File: config.mk
export PLATFORM = sky130hd
export DESIGN_NAME = dmem_wait
export DESIGN_NICKNAME = d
export VERILOG_FILES = /design/src/rtl/dmem_wait.sv
export SDC_FILE = /design/constraint.sdc
export NUM_CORES = 2
export LEC_CHECK = 0
export CORE_ASPECT_RATIO = 1.5
export CORE_MARGIN = 4
export CORE_UTILIZATION = 45
export CTS_BUF_LIST = sky130_fd_sc_hd__clkbuf_8 sky130_fd_sc_hd__clkbuf_16
export DETAILED_ROUTE_END_ITERATION = 10
export HOLD_SLACK_MARGIN = 0.08
export PLACE_DENSITY = 0.68
export SYNTH_ARGS = -nofsm -noshare
export SYNTH_HDL_FRONTEND = slang
export SYNTH_SLANG_ARGS = --single-unit
File: constraint.sdc
create_clock -name clk -period 3.3 [get_ports clk]
set_input_delay 0.66 -clock clk [delete_from_list [all_inputs] [get_ports clk]]
set_output_delay 0.66 -clock clk [all_outputs]
set_load 0.02 [all_outputs]
File: src/rtl/dmem_wait.sv
// dmem_wait: data memory with a request/ready handshake, a configurable
// number of wait states, byte-lane write enables and an error response
// for misaligned or out-of-range addresses.
//
// Handshake: req is looked at only while the block is idle (busy=0); the
// edge that sees req=1 accepts the request and captures we/be/a/wd.
// Inputs are ignored from then on until the transaction completes.
// Completion is a single-cycle ready pulse; rd and err are meaningful only
// in that cycle and are forced to 0 otherwise. busy covers the span from
// acceptance through the ready cycle. Transactions never overlap.
module dmem_wait #(
  parameter int DATA_W  = 32,
  parameter int ADDR_W  = 32,
  parameter int DEPTH   = 64,
  parameter int LATENCY = 2
) (
  input  logic                  clk,
  input  logic                  reset,
  input  logic                  req,
  input  logic                  we,
  input  logic [DATA_W/8-1:0]   be,
  input  logic [ADDR_W-1:0]     a,
  input  logic [DATA_W-1:0]     wd,
  output logic [DATA_W-1:0]     rd,
  output logic                  ready,
  output logic                  err,
  output logic                  busy
);

  localparam int LANES = DATA_W / 8;
  localparam int OFF   = $clog2(LANES);
  localparam int IDX_W = (DEPTH > 1) ? $clog2(DEPTH) : 1;

  localparam logic [ADDR_W-1:0] ALIGN_MASK = ADDR_W'(LANES - 1);
  localparam logic [ADDR_W-1:0] DEPTH_A    = ADDR_W'(DEPTH);
  localparam logic [3:0]        CNT_INIT   = 4'(LATENCY - 1);

  // Configuration sanity: reject illegal parameter sets at elaboration.
  if (LATENCY < 1 || LATENCY > 15) begin : g_bad_latency
    $error("dmem_wait: LATENCY must be in 1..15");
  end
  if ((DATA_W % 8) != 0 || DATA_W < 8) begin : g_bad_width
    $error("dmem_wait: DATA_W must be a non-zero multiple of 8");
  end
  if (DEPTH < 2) begin : g_bad_depth
    $error("dmem_wait: DEPTH must be at least 2");
  end

  typedef enum logic [1:0] {
    S_IDLE = 2'd0,
    S_WAIT = 2'd1,
    S_RESP = 2'd2
  } state_t;

  state_t              state_q, state_d;
  logic [3:0]          cnt_q, cnt_d;
  logic                accept;

  logic                we_q;
  logic [LANES-1:0]    be_q;
  logic [ADDR_W-1:0]   a_q;
  logic [DATA_W-1:0]   wd_q;

  logic [ADDR_W-1:0]   word_full;
  logic [IDX_W-1:0]    idx;
  logic                bad_addr;
  logic                commit;

  logic [DATA_W-1:0]   mem [DEPTH];

  // Address decode on the captured request: word index plus error flag.
  // Any address bit above the index field counts as out of range because
  // the full shifted address is compared against DEPTH.
  always_comb begin
    word_full = a_q >> OFF;
    idx       = word_full[IDX_W-1:0];
    bad_addr  = ((a_q & ALIGN_MASK) != '0) || (word_full >= DEPTH_A);
  end

  // Next-state, wait counter and acceptance decode.
  always_comb begin
    state_d = state_q;
    cnt_d   = cnt_q;
    accept  = 1'b0;
    case (state_q)
      S_IDLE: begin
        if (req) begin
          accept  = 1'b1;
          cnt_d   = CNT_INIT;
          state_d = (LATENCY == 1) ? S_RESP : S_WAIT;
        end
      end
      S_WAIT: begin
        cnt_d = cnt_q - 4'd1;
        if (cnt_q == 4'd1) begin
          state_d = S_RESP;
        end
      end
      S_RESP: begin
        cnt_d   = 4'd0;
        state_d = S_IDLE;
      end
      default: begin
        cnt_d   = 4'd0;
        state_d = S_IDLE;
      end
    endcase
  end

  // Response outputs are decoded from the registered state only.
  always_comb begin
    ready  = 1'b0;
    err    = 1'b0;
    rd     = '0;
    busy   = (state_q != S_IDLE);
    commit = 1'b0;
    if (state_q == S_RESP) begin
      ready  = 1'b1;
      err    = bad_addr;
      commit = reset && we_q && !bad_addr;
      if (!we_q && !bad_addr) begin
        rd = mem[idx];
      end
    end
  end

  // State register, counter and captured request; all cleared by reset.
  always_ff @(posedge clk or negedge reset) begin
    if (!reset) begin
      state_q <= S_IDLE;
      cnt_q   <= 4'd0;
      we_q    <= 1'b0;
      be_q    <= '0;
      a_q     <= '0;
      wd_q    <= '0;
    end else begin
      state_q <= state_d;
      cnt_q   <= cnt_d;
      if (accept) begin
        we_q <= we;
        be_q <= be;
        a_q  <= a;
        wd_q <= wd;
      end
    end
  end

  // Storage: enabled byte lanes land on the edge that ends the response
  // cycle. Contents are deliberately not reset. A reset during the
  // transaction leaves RESP asynchronously, so a pending write is dropped.
  always_ff @(posedge clk) begin
    if (commit) begin
      for (int i = 0; i < LANES; i++) begin
        if (be_q[i]) begin
          mem[idx][8*i +: 8] <= wd_q[8*i +: 8];
        end
      end
    end
  end

endmodule
==> results.ini <==
[floorplan]
pin_count = 107
dieArea_um2 = 189000
initial_core_util_pct = 45.3
rows = 191
die_w_um = 356
die_y_um = 531
core-area_um2 = 181000

[layout]
final_area_um2 = 102000
syn_to_final_growth_pct = 24.5
finalNonFillerCells = 8086
fin_nets = 5594
drive_gt1_share_pct = 33.5

[timing]
drv_slew = 0
hold_viol_final = 0
setup_viol = 75
period_minus_slack_ns = 4.44
finClkSkew_ns = 0.0739
period_share_pct = 134
clock.fmax_mhz = 225
layout_setup_ws_ns = -1.14
worst_slew_pin_slew_ns = 1.45
rsz0062_at_grt = true
slew_headroom_pct = 3.36

[critical_path]
r2r-start = a_q[5]
worstPathArrival_ns = 3.78
timing_worst_setup_path_type = reg -> out
worst_r2r_path_depth = 7
cp_data_required_time_ns = 2.64
start_kind = register
rr_endpoint = mem[13][2]
cp_max_fo = 11
regToRegSetupSlack_ns = -0.08
cp-end-kind = primary output

[cts]
insertion_delay_ns = 0.87
clock_sinks = 2123
clock_path_buffers = 4
cts_made_buffers = 190
htreeDepth = 4
path_clk_slew_ns = 0.07
clock-root-buffer = clkbuf_16
cts_tree = done

[yosys]
synth_flop_cell = edfxtp_1
synth_edf_count = 2048
synth_top_cell_by_area = edfxtp_1
synth_warnings = 0
synth_nets = 4672
async_flop_share_pct = 3.53
post-synth-top-count-cell = edfxtp_1
ys_seq_area_share_pct = 77.3
yosysTopAreaCellShare_pct = 75.1
yosysUniqueCellTypes = 76
netlist_top_cells_count = edfxtp_1 (2048), nor2_1 (347), o22ai_1 (335), mux2_2 (178), nand2_1 (174)
syn-instance-count = 4598
synth_area_leaders = edfxtp_1 (75%), mux4_2 (4.6%), o22ai_1 (2.6%)
avgSynthCellArea_um2 = 17.8
synth_area_um2 = 81900
ys_ff_latch = 2123

[hold_path]
min_path_type = in -> reg
min_from = wd[19]
hold_path_depth = 2
min_to = wd_q[19]

[route]
vias_per_cell = 6.61
drc_errors = 0
via_count = 53400
finalWirelength_mm = 301
dr.pass1.iters = 9
first_iter_violations = 9179
drtAntennaViolNets = 0
wl_per_cell_um = 37.3

[status]
run_status = finished with violations
violations = negative setup slack

[pwr]
power.leakage_uw = 0.0335
power.density_nw_per_um2 = 914
peakVddDrop_uv = 858

[grt]
grt_pass1_vias = 51500
track_usage_pct = 31.5
grt_antenna_before_repair = 17
grt_max_degree = 76
grt_overflow = 0
grt_pass1_wl_mm = 413

[place]
place_area_um2 = 91900
place_congestion = 0.979
port-buffer-count = 106
dp_hpwl_mm = 198
placedCellCount = 7615

[job]
maxCapViolCount = 0

placed cells by master (no fill, tap or decap), types with 94 or more instances in the layout:
| master | netlist | final |
|---|---|---|
| edfxtp_1 | 2048 | 2048 |
| buf_4 | 43 | 702 |
| nor2_1 | 347 | 335 |
| o22ai_1 | 335 | 299 |
| clkbuf_16 | 0 | 193 |
| mux2_2 | 178 | 171 |
| mux4_2 | 166 | 166 |
| nand2_1 | 174 | 153 |
| o221ai_1 | 166 | 141 |
| mux2i_1 | 129 | 120 |
| buf_12 | 0 | 120 |
| a21oi_1 | 119 | 94 |
worst max-delay path by stage:
stage	start	endpoint	slack (ns)	cells past startpoint
6_report	a_q[4]	rd[20]	-1.14	10
4_1_cts	a_q[23]	rd[20]	-1.14	8
5_1_grt	a_q[20]	rd[4]	-1.19	7
3_5_place_dp	a_q[4]	rd[30]	-0.73	12
3_3_place_gp	a_q[7]	rd[23]	-0.77	10
2_1_floorplan	state_q[1]	rd[6]	0.02	7
layer usage:
layer | track usage (%) | part of all wire [%] | vias up
met5 | 0 | 0.047 | -
met4 | 24.7 | 10 | 14
met3 | 7.96 | 13 | 1212
met2 | 47.9 | 45 | 4753
met1 | 38.5 | 32 | 26700
li1 | - | - | 20700
flip-flops by register name, summed over array words and instances, names as in the netlist:
signal and count:
cnt_q 4, mem 2048, be_q 4, we_q 1, a_q 32, state_q 2
wd_q 32
critical path, stage by stage, from the launching register on:
cell,delay [ns]
dfrtp_4,0.57
buf_6,0.15
buf_12,0.16
buf_12,0.18
mux2_2,0.24
o221ai_1,0.13
a22o_1,0.38
a211o_1,0.37
a2111oi_4,0.37
buf_4,0.19
buf_6,0.11
power breakdown:
part / switching (uW) / leakage (uW) / internal [uW]
Sequential: 3960 / 0.0193 / 34000
Clock: 9700 / 0.00311 / 11900
Combinational: 19900 / 0.0111 / 13700
cell type report:
type                            count  area [um2]
Tap cell                         2412        3020
Clock inverter                    135        1050
Antenna cell                       12        30.0
Clock buffer                      199        4900
Sequential cell                  2123       63400
Timing Repair Buffer             1045       10700
Fill cell                       13400       78900
Multi-Input combinational cell   2153       18800
Inverter                            7        36.3
kinds of logic after synthesis:
family / after synthesis / share of synthesized area [%]
compound gates: 997 / 8.37
fa+ha+maj: 2 / 0.0305
buf+inv: 322 / 1.98
flops: 2123 / 77.3
mux: 477 / 8.64
simple gates: 677 / 3.63
repair_timing:
item | 4_1_cts | 5_1_grt
buffers inserted | 83 | 35
hold endpoints to repair | 18 | 0
gates cloned | 18 | 1
pin swaps | 117 | 81
gates resized for setup | 396 | 191
endpoints found under the setup margin | 41 | 126
hold buffers | 1 | 0
per-stage QoR:
step	hold slack (ns)	setup WS (ns)	total power [uW]	utilization (%)	TNS (ns)
after floorplan	0.364	0.0168	49400	-	0
after global placement	0.490	-0.771	65200	50.8	-11.33
after detailed placement	0.497	-0.729	65600	50.8	-11.21
after CTS	0.391	-1.14	90600	55.8	-30.85
after global routing	0.404	-1.19	94800	56.4	-31.61
final	0.421	-1.14	93300	56.4	-31.91
No activity file was read; power rests on OpenSTA's default activity.
